$ cat config.mk
export PLATFORM = sky130hd
export DESIGN_NAME = uart_core_param
export DESIGN_NICKNAME = d
export VERILOG_FILES = /design/src/rtl/uart_pkg.sv /design/src/rtl/uart_baud_tick.sv /design/src/rtl/uart_core_param.sv
export SDC_FILE = /design/constraint.sdc
export NUM_CORES = 1
export LEC_CHECK = 0
export CAP_MARGIN = 30
export CORE_UTILIZATION = 50
export CTS_BUF_LIST = sky130_fd_sc_hd__clkbuf_16
export CTS_CLUSTER_SIZE = 24
export DETAILED_ROUTE_END_ITERATION = 7
export PLACE_DENSITY = 0.74
export SKIP_CTS_REPAIR_TIMING = 1
export SYNTH_ARGS = -nofsm -noshare
export SYNTH_HDL_FRONTEND = slang
export SYNTH_HIERARCHICAL = 1
export SYNTH_SLANG_ARGS = --single-unit
$ cat constraint.sdc
create_clock -name clk -period 2.2 [get_ports clk]
set_clock_uncertainty 0.2 [all_clocks]
set_input_delay 0.33 -clock clk [delete_from_list [all_inputs] [get_ports clk]]
set_output_delay 0.33 -clock clk [all_outputs]
set_load 0.03 [all_outputs]
$ cat src/rtl/uart_pkg.sv
// Shared constants and FSM state types for the UART core.
// Parity states are used only when UART_PARITY_EN is defined.
package uart_pkg;

   localparam int unsigned OVERSAMPLE   = 16;
   localparam int unsigned SAMPLE_POINT = 7;
   localparam int unsigned SUB_W        = 4;
   localparam int unsigned BIT_W        = 4;

   typedef enum logic [2:0] {
      TX_IDLE,
      TX_START,
      TX_DATA,
      TX_PARITY,
      TX_STOP
   } tx_state_e;

   typedef enum logic [2:0] {
      RX_IDLE,
      RX_START,
      RX_DATA,
      RX_PARITY,
      RX_STOP
   } rx_state_e;

endpackage

$ cat src/rtl/uart_baud_tick.sv
// 16x oversample tick generator: one-clk tick every baud_div+1 clocks.
// A new baud_div is picked up only at a counter wrap.
module uart_baud_tick #(
   parameter int unsigned DIV_W = 16
) (
   input  logic             clk,
   input  logic             reset,
   input  logic [DIV_W-1:0] baud_div,
   output logic             tick
);

   logic [DIV_W-1:0] cnt_q;
   logic [DIV_W-1:0] div_q;
   logic             wrap_c;

   assign wrap_c = (cnt_q == div_q);

   always_ff @(posedge clk or negedge reset) begin
      if (!reset) begin
         cnt_q <= '0;
         div_q <= '0;
         tick  <= 1'b0;
      end else begin
         tick <= wrap_c;
         if (wrap_c) begin
            cnt_q <= '0;
            div_q <= baud_div;
         end else begin
            cnt_q <= cnt_q + DIV_W'(1);
         end
      end
   end

endmodule

$ cat src/rtl/uart_core_param.sv
// Full-duplex UART core: TX and RX FSMs sharing one 16x oversample tick.
// Define UART_PARITY_EN to add a parity bit (parity_odd / parity_err ports).
module uart_core_param
   import uart_pkg::*;
#(
   parameter int unsigned DATA_BITS = 8,
   parameter int unsigned STOP_BITS = 1,
   parameter int unsigned DIV_W     = 16
) (
   input  logic                 clk,
   input  logic                 reset,
   input  logic [DIV_W-1:0]     baud_div,
   input  logic [DATA_BITS-1:0] tx_data,
   input  logic                 tx_valid,
   output logic                 tx_ready,
   output logic                 tx_out,
   input  logic                 rx_in,
   output logic [DATA_BITS-1:0] rx_data,
   output logic                 rx_valid,
   input  logic                 rx_ready,
   output logic                 frame_err,
   output logic                 overrun
`ifdef UART_PARITY_EN
   ,
   input  logic                 parity_odd,
   output logic                 parity_err
`endif
);

   logic tick;

   uart_baud_tick #(.DIV_W(DIV_W)) u_baud_tick (
      .clk      (clk),
      .reset    (reset),
      .baud_div (baud_div),
      .tick     (tick)
   );

   // ---------------- TX ----------------
   tx_state_e            tx_state_q, tx_state_d;
   logic [SUB_W-1:0]     tx_sub_q, tx_sub_d;
   logic [BIT_W-1:0]     tx_bit_q, tx_bit_d;
   logic                 tx_stop_q, tx_stop_d;
   logic [DATA_BITS-1:0] tx_shift_q, tx_shift_d;
   logic                 tx_ready_d, tx_out_d;
   logic                 tx_bit_end_c;
`ifdef UART_PARITY_EN
   logic                 tx_par_q, tx_par_d;
`endif

   assign tx_bit_end_c = tick && (tx_sub_q == SUB_W'(OVERSAMPLE - 1));

   always_comb begin
      tx_state_d = tx_state_q;
      tx_sub_d   = tx_sub_q;
      tx_bit_d   = tx_bit_q;
      tx_stop_d  = tx_stop_q;
      tx_shift_d = tx_shift_q;
      tx_ready_d = tx_ready;
      tx_out_d   = tx_out;
`ifdef UART_PARITY_EN
      tx_par_d   = tx_par_q;
`endif
      if (tx_state_q != TX_IDLE && tick) tx_sub_d = tx_sub_q + SUB_W'(1);

      case (tx_state_q)
         TX_IDLE: begin
            if (tx_valid && tx_ready) begin
               tx_shift_d = tx_data;
               tx_ready_d = 1'b0;
`ifdef UART_PARITY_EN
               tx_par_d   = (^tx_data) ^ parity_odd;
`endif
            end
            // The tick coinciding with the handshake already starts the frame.
            if (tick && (tx_valid || !tx_ready)) begin
               tx_state_d = TX_START;
               tx_sub_d   = '0;
               tx_out_d   = 1'b0;
            end
         end
         TX_START: begin
            if (tx_bit_end_c) begin
               tx_state_d = TX_DATA;
               tx_bit_d   = '0;
               tx_out_d   = tx_shift_q[0];
            end
         end
         TX_DATA: begin
            if (tx_bit_end_c) begin
               if (tx_bit_q == BIT_W'(DATA_BITS - 1)) begin
`ifdef UART_PARITY_EN
                  tx_state_d = TX_PARITY;
                  tx_out_d   = tx_par_q;
`else
                  tx_state_d = TX_STOP;
                  tx_stop_d  = 1'b0;
                  tx_out_d   = 1'b1;
`endif
               end else begin
                  tx_bit_d   = tx_bit_q + BIT_W'(1);
                  tx_shift_d = tx_shift_q >> 1;
                  tx_out_d   = tx_shift_q[1];
               end
            end
         end
`ifdef UART_PARITY_EN
         TX_PARITY: begin
            if (tx_bit_end_c) begin
               tx_state_d = TX_STOP;
               tx_stop_d  = 1'b0;
               tx_out_d   = 1'b1;
            end
         end
`endif
         TX_STOP: begin
            if (tx_bit_end_c) begin
               if (tx_stop_q == 1'(STOP_BITS - 1)) begin
                  tx_state_d = TX_IDLE;
                  tx_ready_d = 1'b1;
               end else begin
                  tx_stop_d = 1'b1;
               end
            end
         end
         default: begin
            tx_state_d = TX_IDLE;
            tx_ready_d = 1'b1;
            tx_out_d   = 1'b1;
         end
      endcase
   end

   always_ff @(posedge clk or negedge reset) begin
      if (!reset) begin
         tx_state_q <= TX_IDLE;
         tx_sub_q   <= '0;
         tx_bit_q   <= '0;
         tx_stop_q  <= 1'b0;
         tx_shift_q <= '0;
         tx_ready   <= 1'b1;
         tx_out     <= 1'b1;
`ifdef UART_PARITY_EN
         tx_par_q   <= 1'b0;
`endif
      end else begin
         tx_state_q <= tx_state_d;
         tx_sub_q   <= tx_sub_d;
         tx_bit_q   <= tx_bit_d;
         tx_stop_q  <= tx_stop_d;
         tx_shift_q <= tx_shift_d;
         tx_ready   <= tx_ready_d;
         tx_out     <= tx_out_d;
`ifdef UART_PARITY_EN
         tx_par_q   <= tx_par_d;
`endif
      end
   end

   // ---------------- RX ----------------
   logic [1:0]           sync_q;
   logic                 rx_prev_q;
   logic                 rx_s;
   rx_state_e            rx_state_q, rx_state_d;
   logic [SUB_W-1:0]     rx_sub_q, rx_sub_d;
   logic [BIT_W-1:0]     rx_bit_q, rx_bit_d;
   logic [DATA_BITS-1:0] rx_shift_q, rx_shift_d;
   logic [DATA_BITS-1:0] rx_data_d;
   logic                 rx_valid_d, frame_err_d, overrun_d;
   logic                 rx_sample_c;
`ifdef UART_PARITY_EN
   logic                 rx_podd_q, rx_podd_d;
   logic                 rx_perr_q, rx_perr_d;
   logic                 parity_err_d;
`endif

   assign rx_s        = sync_q[1];
   assign rx_sample_c = tick && (rx_sub_q == SUB_W'(SAMPLE_POINT));

   always_comb begin
      rx_state_d  = rx_state_q;
      rx_sub_d    = rx_sub_q;
      rx_bit_d    = rx_bit_q;
      rx_shift_d  = rx_shift_q;
      rx_data_d   = rx_data;
      rx_valid_d  = rx_valid;
      frame_err_d = frame_err;
      overrun_d   = 1'b0;
`ifdef UART_PARITY_EN
      rx_podd_d    = rx_podd_q;
      rx_perr_d    = rx_perr_q;
      parity_err_d = parity_err;
`endif
      if (rx_valid && rx_ready) rx_valid_d = 1'b0;
      if (rx_state_q != RX_IDLE && tick) rx_sub_d = rx_sub_q + SUB_W'(1);

      case (rx_state_q)
         RX_IDLE: begin
            // Edge-triggered so a held-low line (break) is not re-taken as a start.
            if (rx_prev_q && !rx_s) begin
               rx_state_d = RX_START;
               rx_sub_d   = '0;
            end
         end
         RX_START: begin
            if (rx_sample_c) begin
               if (rx_s) begin
                  rx_state_d = RX_IDLE;
               end else begin
                  rx_state_d = RX_DATA;
                  rx_bit_d   = '0;
`ifdef UART_PARITY_EN
                  rx_podd_d  = parity_odd;
`endif
               end
            end
         end
         RX_DATA: begin
            if (rx_sample_c) begin
               rx_shift_d = {rx_s, rx_shift_q[DATA_BITS-1:1]};
               if (rx_bit_q == BIT_W'(DATA_BITS - 1)) begin
`ifdef UART_PARITY_EN
                  rx_state_d = RX_PARITY;
`else
                  rx_state_d = RX_STOP;
`endif
               end else begin
                  rx_bit_d = rx_bit_q + BIT_W'(1);
               end
            end
         end
`ifdef UART_PARITY_EN
         RX_PARITY: begin
            if (rx_sample_c) begin
               rx_perr_d  = rx_s ^ (^rx_shift_q) ^ rx_podd_q;
               rx_state_d = RX_STOP;
            end
         end
`endif
         RX_STOP: begin
            if (rx_sample_c) begin
               rx_state_d = RX_IDLE;
               if (rx_valid && !rx_ready) begin
                  overrun_d = 1'b1;
               end else begin
                  rx_data_d   = rx_shift_q;
                  frame_err_d = !rx_s;
                  rx_valid_d  = 1'b1;
`ifdef UART_PARITY_EN
                  parity_err_d = rx_perr_q;
`endif
               end
            end
         end
         default: rx_state_d = RX_IDLE;
      endcase
   end

   always_ff @(posedge clk or negedge reset) begin
      if (!reset) begin
         sync_q     <= 2'b11;
         rx_prev_q  <= 1'b1;
         rx_state_q <= RX_IDLE;
         rx_sub_q   <= '0;
         rx_bit_q   <= '0;
         rx_shift_q <= '0;
         rx_data    <= '0;
         rx_valid   <= 1'b0;
         frame_err  <= 1'b0;
         overrun    <= 1'b0;
`ifdef UART_PARITY_EN
         rx_podd_q  <= 1'b0;
         rx_perr_q  <= 1'b0;
         parity_err <= 1'b0;
`endif
      end else begin
         sync_q     <= {sync_q[0], rx_in};
         rx_prev_q  <= sync_q[1];
         rx_state_q <= rx_state_d;
         rx_sub_q   <= rx_sub_d;
         rx_bit_q   <= rx_bit_d;
         rx_shift_q <= rx_shift_d;
         rx_data    <= rx_data_d;
         rx_valid   <= rx_valid_d;
         frame_err  <= frame_err_d;
         overrun    <= overrun_d;
`ifdef UART_PARITY_EN
         rx_podd_q  <= rx_podd_d;
         rx_perr_q  <= rx_perr_d;
         parity_err <= parity_err_d;
`endif
      end
   end

endmodule

==> impl_metrics.py, run 1 <==
metrics = {
    "outcome": {
        "outcome": "finished, final reports clean",
    },
    "power_and_ir_drop": {
        "pwr-share-clk": 0.425,
        "switching_share": 0.233,
        "powerDensity_nw_per_um2": 695,
        "peakVddDrop_mv": 0.428,
        "p_leak_uw": 0.00217,
        "p_sw_uw": 822,
        "p_seq_frac": 0.496,
        "power_frac_comb": 0.079,
        "intPower_uw": 2710,
    },
    "synth": {
        "synth_area_leader_cell": "dfrtp_1",
        "synthFlopType": "dfrtp_1",
        "ys_seq_area_frac": 0.513,
        "synth_seq_cells": 87,
        "synth_cells": 357,
        "synth_warnings": 6,
        "synth_edf_count": 0,
        "netlist_area_um2": 4260,
        "synth.top_cell.area_share": 0.482,
        "async_flop_share": 1.00,
        "syn_nets": 391,
        "syn_avg_cell_area_um2": 11.9,
        "yosys.cell_types.count": 60,
        "yosys-top-cells-area": "dfrtp_1 48%, mux2_2 7.9%, xnor2_1 6.0%, mux2_4 3.5%, dfstp_2 3.1%",
    },
    "placement": {
        "portBuffers": 41,
        "globalplace.congestion": 0.870,
        "placed_cell_area_um2": 4780,
        "place_hpwl_mm": 5.29,
    },
    "die": {
        "core_um2": 8220,
        "die_area_um2": 8890,
        "die_w_um": 94.3,
        "start_util": 0.518,
        "ioPinCount": 42,
        "std_cell_rows": 33,
        "die_h_um": 94.3,
    },
    "routing": {
        "wl_per_cell_um": 14.8,
        "wirelength_mm": 7.62,
        "remaining_drc_errors": 0,
        "vias": 2837,
        "viasPerCell": 5.52,
        "ant_nets": 0,
        "drt-initial-drc-count": 130,
        "drtPass1Iterations": 4,
    },
    "finish": {
        "antenna_cells": 0,
        "drive_above_1_share": 0.196,
        "n_fill_cell": 649,
        "multi_input_area_um2": 1940,
        "seqCellArea_um2": 2180,
        "fin_nets": 438,
        "fin_area_um2": 5080,
        "area_growth_pct": 19.4,
        "layout_common_cells": "82 x dfrtp_1, 40 x clkdlybuf4s50_1, 30 x mux2_2",
        "layout_commonest_cell": "dfrtp_1",
    },
    "setup_path": {
        "critPathSlowestCell": "clkdlybuf4s50_1",
        "cp-start-kind": "flip-flop",
        "criticalPathCategory": "reg2out",
        "worstPathRequired_ns": 1.67,
        "endpoint_kind": "output pin",
        "cp_top_family": "buffers and inverters",
        "cpPeakStageDelay_ns": 0.68,
        "crit_fanout": 6,
        "crit_buf_inv": 1,
        "worstPathArrival_ns": 1.59,
        "crit_chain": "clkdlybuf4s50_1",
    },
    "min_path": {
        "min_path_type": "reg2reg",
    },
    "global_routing": {
        "grt_overflow": 0,
        "grt_first_pass_wirelength_mm": 13.1,
        "antenna_found_initial": 0,
        "grt_use_total": 0.193,
        "grt_pass1_vias": 2764,
        "grt_max_degree": 88,
    },
    "sta": {
        "fin_setup_tns_ns": 0,
        "setup_viol_count_final": 0,
        "timing.final.crit_period_ns": 2.12,
        "slew_viol_final": 0,
        "final-hold-violation-count": 0,
        "timing.final.crit_share": 0.962,
        "clock.fmax_mhz": 473,
        "rsz0062_at_grt": "false",
        "worst_pin_slew_ns": 0.457,
        "slew_headroom": 0.695,
        "whs_ns": 0.167,
    },
    "clock_network": {
        "clock_latency_ns": 0.33,
        "cts_root_buf": "clkbuf_16",
        "cts-buffers-inserted": 9,
        "clock_path_buffers": 2,
        "cts.sinks": 87,
        "clk_pin_slew_ns": 0.06,
        "cts_max_level": 3,
        "cts_tree": "done",
    },
    "job": {
        "maxCapViolations": 0,
    },
}
[area by class of cell]
type,count,area share
flip-flops and latches,87,0.430
multi-input cells,250,0.382
clock inverters,7,0.0135
inverters,5,0.00369
well taps,105,0.0259
clock buffers,9,0.0443
repair buffers,51,0.100
[power groups by stage]
stage          clock (uW)  sequential (uW)  combinational [uW]
2_1_floorplan           0             1760                 159
3_3_place_gp            0             1780                 273
3_5_place_dp            0             1780                 282
4_1_cts              1540             1750                 284
5_1_grt              1610             1760                 310
6_report             1500             1750                 280
[Yosys cell counts, types with 2 or more instances]
library cell  instances
dfrtp_1              82
mux2_2               30
xnor2_1              29
nor2_1               28
nand2_1              19
o21ai_0              12
nor3_1               11
mux2_4               10
mux2_1                9
nand3_1               9
nand4_1               8
a21oi_1               6
nand2b_1              6
buf_2                 5
buf_6                 5
dfstp_2               5
ha_1                  5
inv_1                 5
nand3b_1              5
nor4_1                5
clkbuf_1              4
nor2b_1               4
nor3b_1               4
a22o_1                3
a31oi_1               3
a32o_1                3
a211oi_1              2
and2_1                2
and4_1                2
nor3b_2               2
o211ai_1              2
o22a_1                2
o31ai_1               2
xor2_1                2
[registers in the layout (all words and copies together) (netlist names), 2 cells and up]
signal,count
rx_bit_q,4
tx_bit_q,4
tx_shift_q,8
tx_state_q,3
rx_state_q,3
u_baud_tick/cnt_q,16
rx_sub_q,4
u_baud_tick/div_q,16
sync_q,2
rx_shift_q,8
rx_data,8
tx_sub_q,4
[cell families (layout without fill, tap and decap cells)]
logic type,Yosys count,count (layout),synth area share
adder cells (fa/ha/maj),5,5,0.0147
AO/OA/AOI/OAI,46,46,0.0773
AND/OR/NAND/NOR,118,118,0.160
buffers and inverters,20,72,0.0306
flip-flops,87,87,0.513
XOR/XNOR,31,31,0.0638
multiplexers,50,50,0.141
[metal layers]
layer / up-vias / track usage / share of wire
met5: - / 0 / 0
met4: 0 / 0.0897 / 0.017
met3: 11 / 0.0316 / 0.023
met2: 35 / 0.304 / 0.49
met1: 1414 / 0.259 / 0.47
li1: 1377 / - / -
[through the flow]
| stage | worst slack [ns] | total power, uW | util | instances |
|---|---|---|---|---|
| 2_1_floorplan | 0.148 | 1920 | - | 357 |
| 3_3_place_gp | 0.215 | 2050 | 0.581 | 497 |
| 3_5_place_dp | 0.136 | 2060 | 0.581 | 497 |
| 4_1_cts | 0.0688 | 3570 | 0.617 | 513 |
| 5_1_grt | 0.0194 | 3680 | 0.618 | 514 |
| 6_report | 0.0837 | 3530 | 0.618 | 514 |
[final timing paths]
check | start | endpoint | slack, ns | cells after the start
max reg2reg | u_baud_tick/cnt_q[7] | u_baud_tick/div_q[13] | 0.12 | 5
max | tx_ready | tx_ready | 0.08 | 1
max in group asynchronous | reset | sync_q[1] | 1.04 | 3
min reg2reg | sync_q[0] | sync_q[1] | 0.17 | 0
min | sync_q[0] | sync_q[1] | 0.17 | 0
min in group asynchronous | reset | tx_shift_q[5] | 0.37 | 3
(Power assumes the default switching activity.)
==> run 2: changes to the inputs <==
--- a/config.mk
+++ b/config.mk
@@ -8,3 +8,5 @@
 export CAP_MARGIN = 30
-export CORE_UTILIZATION = 50
+export CELL_PAD_IN_SITES_DETAIL_PLACEMENT = 1
+export CELL_PAD_IN_SITES_GLOBAL_PLACEMENT = 1
+export CORE_UTILIZATION = 30
 export CTS_BUF_LIST = sky130_fd_sc_hd__clkbuf_16
@@ -12,3 +14,3 @@
 export DETAILED_ROUTE_END_ITERATION = 7
-export PLACE_DENSITY = 0.74
+export PLACE_DENSITY_LB_ADDON = 0.1
 export SKIP_CTS_REPAIR_TIMING = 1
--- a/constraint.sdc
+++ b/constraint.sdc
@@ -4,2 +4,2 @@
 set_output_delay 0.33 -clock clk [all_outputs]
-set_load 0.03 [all_outputs]
+set_load 0.1 [all_outputs]
==> impl_metrics.py, run 2 (synthesis results as in run 1) <==
metrics = {
    "outcome": {
        "outcome": "finished, final reports clean",
    },
    "clock_network": {
        "cts_max_level": 3,
        "clock_latency_ns": 0.35,
        "cts_tree": "done",
        "clock_path_buffers": 2,
        "cts-buffers-inserted": 9,
        "cts_root_buf": "clkbuf_16",
        "clk_pin_slew_ns": 0.07,
        "cts.sinks": 87,
    },
    "min_path": {
        "min_path_type": "reg2reg",
    },
    "finish": {
        "antenna_cells": 0,
        "fin_area_um2": 5240,
        "drive_above_1_share": 0.241,
        "reg.largest.list": "u_baud_tick/cnt_q: 16 flops, u_baud_tick/div_q: 16 flops",
        "fin_nets": 444,
        "layout_commonest_cell": "dfrtp_1",
        "layout_common_cells": "82 x dfrtp_1, 30 x mux2_2, 29 x xnor2_1",
        "area_growth_pct": 23.1,
    },
    "routing": {
        "vias": 2882,
        "drt-initial-drc-count": 107,
        "remaining_drc_errors": 0,
        "drtPass1Iterations": 4,
        "viasPerCell": 4.84,
        "ant_nets": 0,
        "wirelength_mm": 9.05,
        "wl_per_cell_um": 15.2,
    },
    "sta": {
        "slew_viol_final": 0,
        "slew_headroom": 0.652,
        "worst_pin_slew_ns": 0.522,
        "fin_setup_tns_ns": 0,
        "fin_ws_ns": 0.132,
        "clock.fmax_mhz": 484,
        "timing.final.crit_share": 0.940,
        "timing.final.crit_period_ns": 2.07,
        "final-hold-violation-count": 0,
        "rsz0062_at_grt": "false",
        "whs_ns": 0.157,
        "setup_viol_count_final": 0,
    },
    "placement": {
        "pre_cts_slack_ns": 0.0973,
        "placed_cell_area_um2": 4910,
        "place_hpwl_mm": 6.52,
        "portBuffers": 41,
        "globalplace.congestion": 0.755,
    },
    "die": {
        "die_area_um2": 14700,
        "die_w_um": 121,
        "core_um2": 13900,
        "start_util": 0.307,
        "die_h_um": 121,
        "ioPinCount": 42,
        "std_cell_rows": 43,
    },
    "global_routing": {
        "grt_use_total": 0.140,
        "grt_max_degree": 37,
        "grt_first_pass_wirelength_mm": 15.9,
        "grt_overflow": 0,
        "antenna_found_initial": 0,
        "grt_pass1_vias": 3129,
    },
    "setup_path": {
        "worstPathRequired_ns": 2.23,
        "cp-start-kind": "flip-flop",
        "criticalPathCategory": "reg2reg",
        "crit_chain": "xnor2_1 > nand4_1 > nor4_4 > buf_6 > mux2_2",
        "critPathSlowestCell": "dfrtp_1",
        "crit_fanout": 18,
        "endpoint_kind": "flip-flop",
        "cpPeakStageDelay_ns": 0.46,
        "worstPathArrival_ns": 2.10,
    },
    "power_and_ir_drop": {
        "intPower_uw": 2750,
        "p_seq_frac": 0.477,
        "p_leak_uw": 0.00224,
        "powerDensity_nw_per_um2": 702,
        "power_frac_comb": 0.086,
        "peakVddDrop_mv": 0.370,
        "p_total_uw": 3680,
        "pwr-share-clk": 0.437,
        "switching_share": 0.253,
        "p_sw_uw": 932,
    },
    "job": {
        "maxCapViolations": 0,
    },
}
run 2: stage by stage:
| stage | instances | util |
|---|---|---|
| after CTS | 594 | 0.376 |
| after detailed placement | 578 | 0.354 |
| final | 595 | 0.378 |
| after global placement | 578 | 0.354 |
| after global routing | 595 | 0.378 |
| after floorplan | 357 | - |
run 2: final timing paths:
kind | start | end | slack [ns] | cells after the start
max reg2reg | u_baud_tick/cnt_q[11] | u_baud_tick/div_q[0] | 0.13 | 5
min | sync_q[0] | sync_q[1] | 0.16 | 0
min in group asynchronous | reset | tx_shift_q[7] | 0.31 | 2
max in group asynchronous | reset | sync_q[0] | 0.88 | 3
max | u_baud_tick/cnt_q[11] | u_baud_tick/div_q[0] | 0.13 | 5
min reg2reg | sync_q[0] | sync_q[1] | 0.16 | 0
run 2: layer usage:
layer,share of wire,up-vias,wire [um],global-route usage
met2,0.49,28,4390,0.229
met5,0,-,0,0
met4,0.015,0,140,0.0486
li1,-,1385,-,-
met3,0.026,13,231,0.0343
met1,0.47,1456,4280,0.178
run 2: power by group through the flow:
stage	combinational, uW	clock (uW)	sequential, uW
after global routing	351	1720	1770
after CTS	324	1670	1760
after detailed placement	322	0	1790
after global placement	316	0	1780
final	315	1610	1750
after floorplan	160	0	1780
run 2: critical path: cells and delay by family (launching register included):
family / cells / cell delay, ns
simple gates: 2 / 0.53
flops: 1 / 0.46
mux: 1 / 0.35
buf+inv: 1 / 0.25
xor+xnor: 1 / 0.17
run 2: final cells by class:
class                           instances  area, um^2
Fill cell                            1502        8640
Sequential cell                        87        2180
Multi-Input combinational cell        250        1940
Timing Repair Buffer                   57         556
Clock buffer                            9         225
Tap cell                              180         225
Clock inverter                          7        88.8
Inverter                                5        18.8
